`src/rtl/hsv_wheel_pkg.sv`:
```
// Shared constants, colour type and the region-to-colour mapping for the hue wheel.
package hsv_wheel_pkg;

  localparam int STEPS        = 360;
  localparam int REGION_STEPS = 60;
  localparam int VAL_MAX      = 255;
  localparam int PWM_BITS     = 8;

  typedef struct packed {
    logic [7:0] red;
    logic [7:0] green;
    logic [7:0] blue;
  } color_t;

  // Six 60-step sectors of the wheel; exactly one channel ramps in each.
  function automatic color_t region_color(input logic [8:0] region, input logic [7:0] rise);
    color_t     c;
    logic [7:0] fall;
    fall = 8'(VAL_MAX) - rise;
    case (region)
      9'd0:    c = '{8'hFF, rise,  8'h00};
      9'd1:    c = '{fall,  8'hFF, 8'h00};
      9'd2:    c = '{8'h00, 8'hFF, rise};
      9'd3:    c = '{8'h00, fall,  8'hFF};
      9'd4:    c = '{rise,  8'h00, 8'hFF};
      default: c = '{8'hFF, 8'h00, fall};
    endcase
    return c;
  endfunction

endpackage

```
`src/rtl/hsv_wheel_gen.sv`:
```
// Hue generator: step prescaler, 0..359 hue counter, sector decode and registered RGB values.
module hsv_wheel_gen
  import hsv_wheel_pkg::*;
#(
  parameter int STEP_CYCLES = 33333
) (
  input  logic       clk,
  input  logic       rst_n,
  output logic [7:0] red_value,
  output logic [7:0] green_value,
  output logic [7:0] blue_value
);

  localparam int               PRE_W     = (STEP_CYCLES > 1) ? $clog2(STEP_CYCLES) : 1;
  localparam logic [PRE_W-1:0] PRE_LAST  = PRE_W'(STEP_CYCLES - 1);
  localparam logic [8:0]       STEP_LAST = 9'(STEPS - 1);

  logic [PRE_W-1:0] prescaler;
  logic [8:0]       step_counter;
  logic [8:0]       region;
  logic [8:0]       region_base;
  logic [8:0]       offset;
  logic [9:0]       ramp_prod;
  logic [7:0]       rise;
  color_t           next_color;

  always_ff @(posedge clk or negedge rst_n) begin
    if (!rst_n) begin
      prescaler    <= '0;
      step_counter <= '0;
    end else if (prescaler == PRE_LAST) begin
      prescaler    <= '0;
      step_counter <= (step_counter == STEP_LAST) ? 9'd0 : step_counter + 9'd1;
    end else begin
      prescaler <= prescaler + 1'b1;
    end
  end

  // Divide by 60 as a compare chain; the matched boundary doubles as the sector base.
  always_comb begin
    region      = '0;
    region_base = '0;
    for (int i = 1; i < 6; i++) begin
      if (step_counter >= 9'(i * REGION_STEPS)) begin
        region      = 9'(i);
        region_base = 9'(i * REGION_STEPS);
      end
    end
  end

  always_comb begin
    offset     = step_counter - region_base;
    ramp_prod  = 10'(offset) * 10'd17;
    rise       = 8'(ramp_prod >> 2);
    next_color = region_color(region, rise);
  end

  always_ff @(posedge clk or negedge rst_n) begin
    if (!rst_n) begin
      red_value   <= 8'hFF;
      green_value <= 8'h00;
      blue_value  <= 8'h00;
    end else begin
      red_value   <= next_color.red;
      green_value <= next_color.green;
      blue_value  <= next_color.blue;
    end
  end

endmodule

```
`src/rtl/hsv_wheel_top.sv`:
```
// RGB colour-wheel LED driver: hue generator plus 8-bit PWM into registered active-low pins.
module hsv_wheel_top
  import hsv_wheel_pkg::*;
#(
  parameter int CLK_HZ      = 12_000_000,
  parameter int STEPS       = 360,
  parameter int STEP_CYCLES = CLK_HZ / STEPS,
  parameter int PWM_BITS    = 8
) (
  input  logic clk,
  input  logic rst_n,
  output logic RGB_R,
  output logic RGB_G,
  output logic RGB_B
);

  logic [7:0]          red_value;
  logic [7:0]          green_value;
  logic [7:0]          blue_value;
  logic [PWM_BITS-1:0] pwm_cnt;

  hsv_wheel_gen #(
    .STEP_CYCLES(STEP_CYCLES)
  ) hsv_wheel (
    .clk        (clk),
    .rst_n      (rst_n),
    .red_value  (red_value),
    .green_value(green_value),
    .blue_value (blue_value)
  );

  // Registered pins keep the LED drive glitch-free while the compare settles.
  always_ff @(posedge clk or negedge rst_n) begin
    if (!rst_n) begin
      pwm_cnt <= '0;
      RGB_R   <= 1'b1;
      RGB_G   <= 1'b1;
      RGB_B   <= 1'b1;
    end else begin
      pwm_cnt <= pwm_cnt + 1'b1;
      RGB_R   <= ~(pwm_cnt < red_value);
      RGB_G   <= ~(pwm_cnt < green_value);
      RGB_B   <= ~(pwm_cnt < blue_value);
    end
  end

endmodule

```
`config.mk`:
```
export PLATFORM = sky130hd
export DESIGN_NAME = hsv_wheel_top
export DESIGN_NICKNAME = d
export VERILOG_FILES = /design/src/rtl/hsv_wheel_pkg.sv /design/src/rtl/hsv_wheel_gen.sv /design/src/rtl/hsv_wheel_top.sv
export SDC_FILE = /design/constraint.sdc
export NUM_CORES = 1
export LEC_CHECK = 0
export BUFFER_PORTS_ARGS = -buffer_cell sky130_fd_sc_hd__buf_2
export CAP_MARGIN = 20
export CELL_PAD_IN_SITES_DETAIL_PLACEMENT = 0
export CELL_PAD_IN_SITES_GLOBAL_PLACEMENT = 2
export CORE_UTILIZATION = 45
export CTS_BUF_LIST = sky130_fd_sc_hd__clkbuf_8
export CTS_CLUSTER_SIZE = 40
export DETAILED_ROUTE_END_ITERATION = 16
export PLACE_DENSITY = 0.83
export SYNTH_ARGS = -nofsm -noshare
export SYNTH_HDL_FRONTEND = slang
export SYNTH_HIERARCHICAL = 1
export SYNTH_SLANG_ARGS = --single-unit
```
`constraint.sdc`:
```
create_clock -name clk -period 8.05 [get_ports clk]
set_input_delay 0.805 -clock clk [delete_from_list [all_inputs] [get_ports clk]]
set_output_delay 0.805 -clock clk [all_outputs]
set_load 0.02 [all_outputs]
```
==> run_results.csv <==
group,metric,value,unit
run_status,status,"completed",
grt,antenna_found_initial,0,
finish,nets,439,
sta,hold_viol,0,
power,powerDensity,158,nW/um^2
routing,via_count,2635,
die,core.rowCount,32,
synth,synthesis.nets,434,
sta,setup-violations-final,0,
clock_tree,numCtsBuffers,9,
die,start_util,0.474,
grt,grt.overflow.total,0,
finish,areaGrowthSynthToFinish,9.04,%
clock_tree,cts_resized,0,
synth,synth_area,3740,um^2
die,die_area,8670,um^2
grt,grt_pass1_wl,12700,um
sta,finalClockSkew,0.0122,ns
finish,fillers,723,
placement,gp_congestion,0.769,
power,p_total,645,uW
routing,drt-wirelength-per-cell,14.5,um
job,maxCapViolCount,0,
synth,synth_area_leaders,"dfrtp_1 (33%), ha_1 (14%), dfstp_2 (7.7%)",
synth,seq_area_frac_synth,0.405,
sta,slew_violations,0,
clock_tree,cts.clk_slew.worst_paths,0.07,ns
clock_tree,htreeDepth,3,
critical_path,crit_type,"register to register",
synth,synthArstFlopShare,1.00,
power,irDropWorstVdd,0.0930,mV
synth,synth_top_area_share,0.328,
sta,max_freq,212,MHz
routing,antenna_left,0,
critical_path,crit_fanout,15,
routing,wl,7260,um
finish,multi_input_area,2010,um^2
synth,syn-instance-count,389,
clock_tree,clk_path_buf_depth,2,
routing,drc,0,
placement,port-buffer-count,4,
power,leakagePower,1.99,nW
clock_tree,cts_sinks,60,
die,pin_count,5,
clock_tree,cts_setup_buffers,0,
finish,final_cell_mix,"dfrtp_1 (49), nand2_1 (48), ha_1 (41), inv_1 (39), a21oi_1 (22)",
finish,regArea,1520,um^2
sta,slew_headroom,0.600,
grt,grtUsageTotal,0.192,
synth,synth_top_area_cell,"dfrtp_1",
finish,drive_gt1_frac,0.110,
finish,final_common_cell,"dfrtp_1",
critical_path,startpoint_type,"register",
clock_tree,cts_tree,"built",
finish,n_antenna_cell,0,
sta,finalSetupTns,0,ns
placement,hpwl,5310,um
sta,min_period,4.71,ns
synth,synth_top_flop_cell,"dfrtp_1",
critical_path,required,8.26,ns
clock_tree,cts-root-buf,"clkbuf_8",
routing,vias_per_cell,5.26,
synth,synth.distinct_cells,49,
sta,worstMarginPinSlew,0.601,ns
sta,min_period_over_period,0.585,
critical_path,cp-end-kind,"register",
critical_path,critPathArrivalTime,4.92,ns
synth,syn_area_per_cell,9.61,um^2
synth,synth_edf_count,0,
worst_hold_path,holdCritPathClass,"primary input to async pin",
die,coreArea,7890,um^2
grt,grt_pass1_vias,2638,
synth,yosys_warnings,6,
die,die_h,93.1,um
clock_tree,insertion_delay,0.33,ns
finish,final_core_util,0.517,
sta,grt_setup_unrepaired,"false",
clock_tree,ctsHoldBuffers,0,
routing,firstDrtPassIters,5,
die,die_w,93.1,um
synth,ys_ff_latch,60,
routing,drtIter0Drc,64,
grt,grt_max_degree,35,
-- through the flow --
stage                     cells  worst slack (ns)  hold slack, ns  area [um^2]
after global routing        501              2.94           0.505         4080
after floorplan             389              3.88           0.457         3740
after global placement      485              3.48           0.490         3830
final                       501              3.34           0.472         4080
after CTS                   501              3.33           0.478         4080
after detailed placement    485              3.37           0.480         3830
-- report_power, final --
group | internal, mW | switching, mW | total [mW]
sequential | 0.302 | 0 | 0.302
combinational | 0.000482 | 0.00563 | 0.00611
clock | 0.214 | 0.123 | 0.337
-- logic make-up after synthesis --
kind of cell,count (synthesis),share of synthesized area
AOI/OAI and AO/OA,78,0.132
xor gates and xnor gates,29,0.0680
adders and majority gates,43,0.148
buffers and inverters,51,0.0579
DFF,60,0.405
muxes,4,0.0110
and+or+nand+nor,124,0.177
-- metal layers --
layer	vias up	routed length (um)	global-route usage
li1	1337	-	-
met1	1268	3830	0.266
met2	24	3220	0.296
met3	6	119	0.0333
met4	0	93	0.0769
met5	-	0	0
-- final timing paths --
path | slack, ns | to | depth (start not counted) | startpoint
max | 3.34 | hsv_wheel/green_value[7] | 19 | hsv_wheel/step_counter[6]
min | 0.47 | hsv_wheel/prescaler[6] | 1 | rst_n
max reg2reg | 3.34 | hsv_wheel/green_value[7] | 19 | hsv_wheel/step_counter[6]
min reg2reg | 0.50 | hsv_wheel/prescaler[13] | 1 | hsv_wheel/prescaler[13]
max in group asynchronous | 6.68 | hsv_wheel/red_value[6] | 2 | rst_n
min in group clk | 0.50 | hsv_wheel/prescaler[13] | 1 | hsv_wheel/prescaler[13]
-- flip-flops by register name, summed over array words and instances (netlist names) --
register,flops
RGB_B,1
RGB_G,1
RGB_R,1
hsv_wheel/blue_value,8
hsv_wheel/green_value,8
hsv_wheel/prescaler,16
hsv_wheel/red_value,8
hsv_wheel/step_counter,9
pwm_cnt,8
-- synth_stat cells, drive strengths merged (2+ instances only) --
library cell and instances:
a21o 12, a21oi 23, a221oi 3, a31oi 3
and3 12, and4 2, buf 8, clkbuf 3
dfrtp 49, dfstp 11, fa 2, ha 41
inv 40, mux2i 3, nand2 48, nand2b 8
nand3 13, nand3b 3, nand4 4, nor2 17
nor2b 4, nor3 4, nor3b 3, nor4b 3
o211ai 7, o21ai 23, o31ai 2, xnor2 19
xor2 10
-- final cells by class --
class	count	share of cell area
Inverter	40	0.0368
Multi-Input combinational cell	278	0.492
Timing Repair Buffer	5	0.00675
Tap cell	102	0.0313
Clock buffer	10	0.0338
Clock inverter	6	0.0273
Sequential cell	60	0.372
-- critical path, cell delays in order (launching register included) --
cell and delay, ns:
dfrtp_1 0.63, nor2b_1 0.23, nand4_1 0.14, a21oi_2 0.43
o31ai_1 0.14, ha_1 0.23, fa_1 0.40, nor2b_1 0.12
o21ai_0 0.09, a21boi_0 0.23, nor2_1 0.08, ha_1 0.29
inv_1 0.06, fa_1 0.45, nand2b_1 0.16, a21oi_1 0.16
xnor2_1 0.09, xnor2_1 0.37, mux2i_1 0.23, nand2_1 0.06
No activity file was read; power rests on OpenSTA's default activity.
